File: src/rtl/count_capture_unit_pkg.sv
`default_nettype none
//------------------------------------------------------------------------------
// Module   : count_capture_unit_pkg
// Purpose  : Shared constants for the free-running counter and the
//            count_capture_unit that timestamps events from it.
// Contents : CNT_WIDTH     - width of the counter value bus
//            DEFAULT_DEPTH - default capture FIFO depth
// Revision : 1.0 - initial release
//------------------------------------------------------------------------------
package count_capture_unit_pkg;

  localparam int CNT_WIDTH     = 32;
  localparam int DEFAULT_DEPTH = 4;

endpackage : count_capture_unit_pkg
`default_nettype wire

File: src/rtl/count_capture_unit_sync_fifo.sv
`default_nettype none
//------------------------------------------------------------------------------
// Module   : cc_sync_fifo
// Purpose  : Small single-clock FIFO holding captured count values.
//            A push into a full FIFO is accepted when a pop happens in
//            the same cycle; otherwise it is ignored (the caller flags it).
// Ports    : clk, resetn  - clock, synchronous active-low reset
//            push, wdata  - write request and data
//            pop          - read request (ignored when empty)
//            rdata        - head entry, zero while empty
//            level        - occupancy 0..DEPTH
//            full, empty  - status derived from level
// Revision : 1.0 - initial release
//------------------------------------------------------------------------------
module cc_sync_fifo
  import count_capture_unit_pkg::*;
#(
  parameter  int WIDTH = CNT_WIDTH,
  parameter  int DEPTH = DEFAULT_DEPTH,
  localparam int AW    = $clog2(DEPTH)
) (
  input  logic             clk,
  input  logic             resetn,
  input  logic             push,
  input  logic             pop,
  input  logic [WIDTH-1:0] wdata,
  output logic [WIDTH-1:0] rdata,
  output logic [AW:0]      level,
  output logic             full,
  output logic             empty
);

  localparam logic [AW:0] c_depth = (AW+1)'(DEPTH);

  logic [WIDTH-1:0] r_mem [DEPTH];
  logic [AW-1:0]    r_wptr;
  logic [AW-1:0]    r_rptr;
  logic [AW:0]      r_level;

  logic w_full;
  logic w_empty;
  logic w_wr;
  logic w_rd;

  assign w_full  = (r_level == c_depth);
  assign w_empty = (r_level == '0);
  assign w_rd    = pop && !w_empty;
  // A full FIFO still takes a write when the head leaves in the same cycle.
  assign w_wr    = push && (!w_full || w_rd);

  // Storage carries no reset; validity is tracked by r_level alone.
  always_ff @(posedge clk) begin
    if (w_wr) begin
      r_mem[r_wptr] <= wdata;
    end
  end

  always_ff @(posedge clk) begin
    if (!resetn) begin
      r_wptr  <= '0;
      r_rptr  <= '0;
      r_level <= '0;
    end else begin
      // DEPTH is a power of two, so pointers wrap naturally.
      if (w_wr) begin
        r_wptr <= r_wptr + 1'b1;
      end
      if (w_rd) begin
        r_rptr <= r_rptr + 1'b1;
      end
      case ({w_wr, w_rd})
        2'b10:   r_level <= r_level + 1'b1;
        2'b01:   r_level <= r_level - 1'b1;
        default: r_level <= r_level;
      endcase
    end
  end

  // Head is read straight from registered storage; forced to zero when
  // empty so the output never shows stale or uninitialised data.
  assign rdata = w_empty ? '0 : r_mem[r_rptr];
  assign level = r_level;
  assign full  = w_full;
  assign empty = w_empty;

endmodule : cc_sync_fifo
`default_nettype wire

File: src/rtl/count_capture_unit.sv
`default_nettype none
//------------------------------------------------------------------------------
// Module   : count_capture_unit
// Purpose  : Timestamps rising edges of trig_in with the upstream counter
//            value into a FIFO drained over valid/ready; also pulses on
//            compare match and on counter wrap/restart.
// Ports    : clk, resetn        - clock, synchronous active-low reset
//            count_in           - counter value
//            trig_in            - event input, rising edge captures
//            cmp_val            - compare value (quasi-static)
//            clr_ovf            - clears the sticky overflow flag
//            out_data/out_valid/out_ready - capture stream
//            level              - FIFO occupancy
//            overflow           - sticky, a capture was dropped
//            cmp_hit, wrap      - single-cycle event pulses
// Revision : 1.0 - initial release
//------------------------------------------------------------------------------
module count_capture_unit
  import count_capture_unit_pkg::*;
#(
  parameter  int WIDTH = CNT_WIDTH,
  parameter  int DEPTH = DEFAULT_DEPTH,
  localparam int AW    = $clog2(DEPTH)
) (
  input  logic             clk,
  input  logic             resetn,
  input  logic [WIDTH-1:0] count_in,
  input  logic             trig_in,
  input  logic [WIDTH-1:0] cmp_val,
  input  logic             clr_ovf,
  output logic [WIDTH-1:0] out_data,
  output logic             out_valid,
  input  logic             out_ready,
  output logic [AW:0]      level,
  output logic             overflow,
  output logic             cmp_hit,
  output logic             wrap
);

  logic             r_trig_d;
  logic [WIDTH-1:0] r_cnt_d;
  logic             r_overflow;
  logic             r_cmp_hit;
  logic             r_wrap;

  logic             w_push;
  logic             w_pop;
  logic             w_full;
  logic             w_empty;
  logic             w_drop;

  assign w_push = trig_in && !r_trig_d;
  assign w_pop  = out_valid && out_ready;
  // A pop in the same cycle frees a slot, so only a push without a pop
  // into a full FIFO loses its sample.
  assign w_drop = w_push && w_full && !w_pop;

  cc_sync_fifo #(
    .WIDTH (WIDTH),
    .DEPTH (DEPTH)
  ) u_fifo (
    .clk    (clk),
    .resetn (resetn),
    .push   (w_push),
    .pop    (w_pop),
    .wdata  (count_in),
    .rdata  (out_data),
    .level  (level),
    .full   (w_full),
    .empty  (w_empty)
  );

  assign out_valid = !w_empty;

  always_ff @(posedge clk) begin
    if (!resetn) begin
      r_trig_d   <= 1'b0;
      r_cnt_d    <= '0;
      r_overflow <= 1'b0;
      r_cmp_hit  <= 1'b0;
      r_wrap     <= 1'b0;
    end else begin
      r_trig_d <= trig_in;
      r_cnt_d  <= count_in;

      // Set has priority over clear so a drop is never missed.
      if (w_drop) begin
        r_overflow <= 1'b1;
      end else if (clr_ovf) begin
        r_overflow <= 1'b0;
      end

      // Only the arrival at cmp_val pulses; holding the value does not.
      r_cmp_hit <= (count_in == cmp_val) && (r_cnt_d != cmp_val);

      // r_cnt_d is zero straight after reset, so no unsigned value can be
      // below it: the first cycle after release never reports a wrap.
      r_wrap <= (count_in < r_cnt_d);
    end
  end

  assign overflow = r_overflow;
  assign cmp_hit  = r_cmp_hit;
  assign wrap     = r_wrap;

endmodule : count_capture_unit
`default_nettype wire

File: config.mk
export PLATFORM = sky130hd
export DESIGN_NAME = count_capture_unit
export DESIGN_NICKNAME = d
export VERILOG_FILES = /design/src/rtl/count_capture_unit_pkg.sv /design/src/rtl/count_capture_unit_sync_fifo.sv /design/src/rtl/count_capture_unit.sv
export SDC_FILE = /design/constraint.sdc
export NUM_CORES = 1
export LEC_CHECK = 0
export BUFFER_PORTS_ARGS = -buffer_cell sky130_fd_sc_hd__buf_2
export CAP_MARGIN = 20
export CELL_PAD_IN_SITES_DETAIL_PLACEMENT = 1
export CELL_PAD_IN_SITES_GLOBAL_PLACEMENT = 1
export CORE_ASPECT_RATIO = 0.7
export CORE_MARGIN = 4
export CORE_UTILIZATION = 50
export DETAILED_ROUTE_END_ITERATION = 6
export GPL_TIMING_DRIVEN = 0
export PLACE_DENSITY_LB_ADDON = 0.1
export SLEW_MARGIN = 5
export SYNTH_ARGS = -nofsm -noshare
export SYNTH_HDL_FRONTEND = slang
export SYNTH_SLANG_ARGS = --single-unit
File: constraint.sdc
create_clock -name clk -period 7 [get_ports clk]
set_clock_uncertainty 0.2 [all_clocks]
set_input_delay 0.35 -clock clk [delete_from_list [all_inputs] [get_ports clk]]
set_output_delay 0.35 -clock clk [all_outputs]
set_load 0.03 [all_outputs]
==> flow_metrics.py <==
metrics = {
    "outcome": {
        "outcome": "finished, final reports clean",
    },
    "floorplan": {
        "io_pins": 108,
        "coreArea_um2": 15000,
        "die_area_um2": 17600,
        "row_count": 37,
        "initial_core_util_pct": 52.0,
        "die_h_um": 112,
        "fp.dieW_um": 157,
    },
    "logic_synthesis": {
        "syn_area_per_cell_um2": 14.6,
        "ys_seq_elements": 173,
        "yosysTopAreaCell": "edfxtp_1",
        "synth.most_common_cell": "edfxtp_1",
        "ys_seq_area_share_pct": 61.0,
        "syn_nets": 638,
        "synth_cell_types": 37,
        "syn_area_um2": 7770,
        "synth_edf_count": 128,
        "async_reset_ff_share_pct": 0,
        "yosysWarnings": 0,
        "yosysTopAreaCellShare_pct": 49.5,
        "syn_inst": 533,
        "synthFlopType": "edfxtp_1",
        "synthTopCellsByCount": "edfxtp_1, and2_1, dfxtp_1, xnor2_1, inv_1",
        "synth_area_leaders": "edfxtp_1, dfxtp_1, mux4_2",
    },
    "min_path": {
        "hp-start": "count_in[18]",
        "hold_depth": 1,
        "hp-class": "in -> reg",
        "min_to": "u_fifo.r_mem[1][18]$_DFFE_PP_",
    },
    "worst_setup_path": {
        "regToRegSetupSlack_ns": 4.53,
        "r2r_end": "u_fifo.level[2]$_SDFFE_PN0P_",
        "reg2reg_from": "u_fifo.level[1]$_SDFFE_PN0P_",
        "endpoint_kind": "primary output",
        "cp.arrival_ns": 2.43,
        "critical_path_required_ns": 6.45,
        "start_kind": "register",
        "cp_max_fo": 10,
        "path_class": "reg -> out",
        "r2r_cells": 8,
    },
    "cts": {
        "cts_buffer_depth": 2,
        "clk_pin_slew_ns": 0.07,
        "cts_setup_buffers": 0,
        "h-tree-depth": 4,
        "clock_latency_ns": 0.44,
        "numCtsBuffers": 17,
        "cts_tree": "built",
        "cts-root-buf": "clkbuf_16",
        "clock-sinks": 173,
    },
    "flow_run": {
        "timing.max_cap.violations": 0,
    },
    "placement": {
        "place_inst": 838,
        "io_buffers": 106,
        "place_ws_ns": 4.44,
        "dp_hpwl_um": 14200,
        "gp_congestion": 0.883,
    },
    "sta": {
        "fmax_mhz": 335,
        "grt_setup_unrepaired": "no",
        "setup_viol": 0,
        "tns_ns": 0,
        "tightest_slew_ns": 0.749,
        "report.final.hold_viol_count": 0,
        "fin_crit_ns": 2.98,
        "min_period_over_period_pct": 42.6,
        "drv_slew": 0,
        "layout_setup_ws_ns": 4.02,
        "max_slew_margin_pct": 50.1,
    },
    "cells_and_area": {
        "final_cells": 887,
        "multi_input_area_um2": 2810,
        "regArea_um2": 4740,
        "nFillCells": 1445,
        "fin_util_pct": 62.9,
        "nets": 784,
        "drive_above_1_share_pct": 26.7,
        "area_growth_pct": 21.1,
        "diodes": 0,
    },
    "grt": {
        "antenna_found_initial": 0,
        "grt_pass1_vias": 5372,
        "grt_use_met2_pct": 39.3,
        "track_usage_pct": 23.9,
        "met3_usage_pct": 5.09,
        "grt-ovfl-total": 0,
        "grt_busiest_layer": "met2",
        "grt_first_pass_wirelength_um": 30800,
        "grt_max_degree": 19,
        "use_met1_pct": 31.7,
    },
    "drt": {
        "postRouteAntennaNets": 0,
        "via_count": 4757,
        "dr.first_iter.drc_count": 291,
        "routedWlPerCell_um": 22.3,
        "finalWirelength_um": 19800,
        "drtPass1Iterations": 4,
        "route.detailed.drc": 0,
        "viasPerCell": 5.36,
    },
    "pwr": {
        "power_leakage_nw": 3.53,
        "powerDensity_nw_per_um2": 336,
        "ir_worst_vdd_v": 0.000183,
        "p_total_mw": 3.16,
    },
}
[what timing repair did]
action | in CTS | in global routing
resized for setup | 0 | 0
endpoints found under the setup margin | 0 | 0
hold buffers | 17 | 0
endpoints found under the hold margin | 62 | 0
[cell families after synthesis]
logic type      share of synthesized area (%)
flops                                    61.0
simple gates                             10.2
xor+xnor                                 7.66
buf+inv                                  2.87
fa+ha+maj                                5.89
compound gates                           2.85
mux                                      9.53
[power breakdown]
part	total (mW)	switching, mW	internal (mW)
logic	1.01	0.620	0.395
clock network	0.942	0.438	0.503
registers	1.20	0.0313	1.17
[area by class of cell]
| cell class | instances | share of cell area [%] |
|---|---|---|
| buffer | 18 | 0.931 |
| multi-input combinational | 306 | 29.9 |
| tap | 195 | 2.59 |
| clock buffer | 17 | 4.52 |
| inverter | 36 | 1.44 |
| sequential | 173 | 50.4 |
| timing repair buffer | 127 | 8.62 |
| clock inverter | 15 | 1.62 |
[metal layers]
| metal | share of wire, % | wire length [um] |
|---|---|---|
| met4 | 1.8 | 362 |
| met1 | 44 | 8670 |
| met2 | 49 | 9690 |
| met3 | 5.3 | 1040 |
| met5 | 0 | 0 |
[state kept, by name (all words and copies together) (netlist names), named ones only]
signal / count
r_trig_d: 1
wrap: 1
r_cnt_d: 32
u_fifo.r_mem: 128
u_fifo.level: 3
cmp_hit: 1
u_fifo.r_wptr: 2
overflow: 1
u_fifo.r_rptr: 2
[worst max-delay path by stage]
stage                                       from                            end  slack, ns  cells past startpoint
floorplan           u_fifo.level[0]$_SDFFE_PN0P_   u_fifo.r_mem[0][0]$_DFFE_PP_       4.56                      4
global placement                       out_ready  u_fifo.r_mem[2][15]$_DFFE_PP_       3.88                      4
detailed placement                       trig_in   u_fifo.level[2]$_SDFFE_PN0P_       4.44                      9
CTS                                     register                   out_data[11]       3.95                      5
global route                            register                   out_data[11]       3.86                      5
finish                                  register                   out_data[11]       4.02                      5
[metrics by stage]
stage          hold WS (ns)  area (um^2)
6_report             0.0127         9410
2_1_floorplan         0.249         7770
3_3_place_gp          0.268         8550
5_1_grt             0.00818         9410
4_1_cts             0.00179         9410
3_5_place_dp          0.288         8660
[worst max-delay path, stage by stage, from the launching register on]
cell and delay [ns]:
dfxtp_1 0.35, clkbuf_1 0.27, buf_2 0.43, mux4_2 0.57
and2_1 0.19, buf_2 0.18
[cells in the final DEF (no fill, tap or decap), types with 3 or more instances in the layout]
cell type        n
nand3_1          7
nor2_1           7
buf_2          110
edfxtp_1       128
inv_1           36
and2_2           4
inv_6            4
xnor2_1         37
nand2b_1         4
nor4_1           9
inv_8            4
and2_1          71
clkbuf_16       17
buf_16           4
dfxtp_1         45
ha_1            35
mux4_2          32
a21oi_1         12
o21ai_0          7
nand2_1         11
dlygate4sd3_1   17
nand4_1         12
clkbuf_1        10
a211oi_1         3
xor2_1          31
No activity file was read; power rests on OpenSTA's default activity.
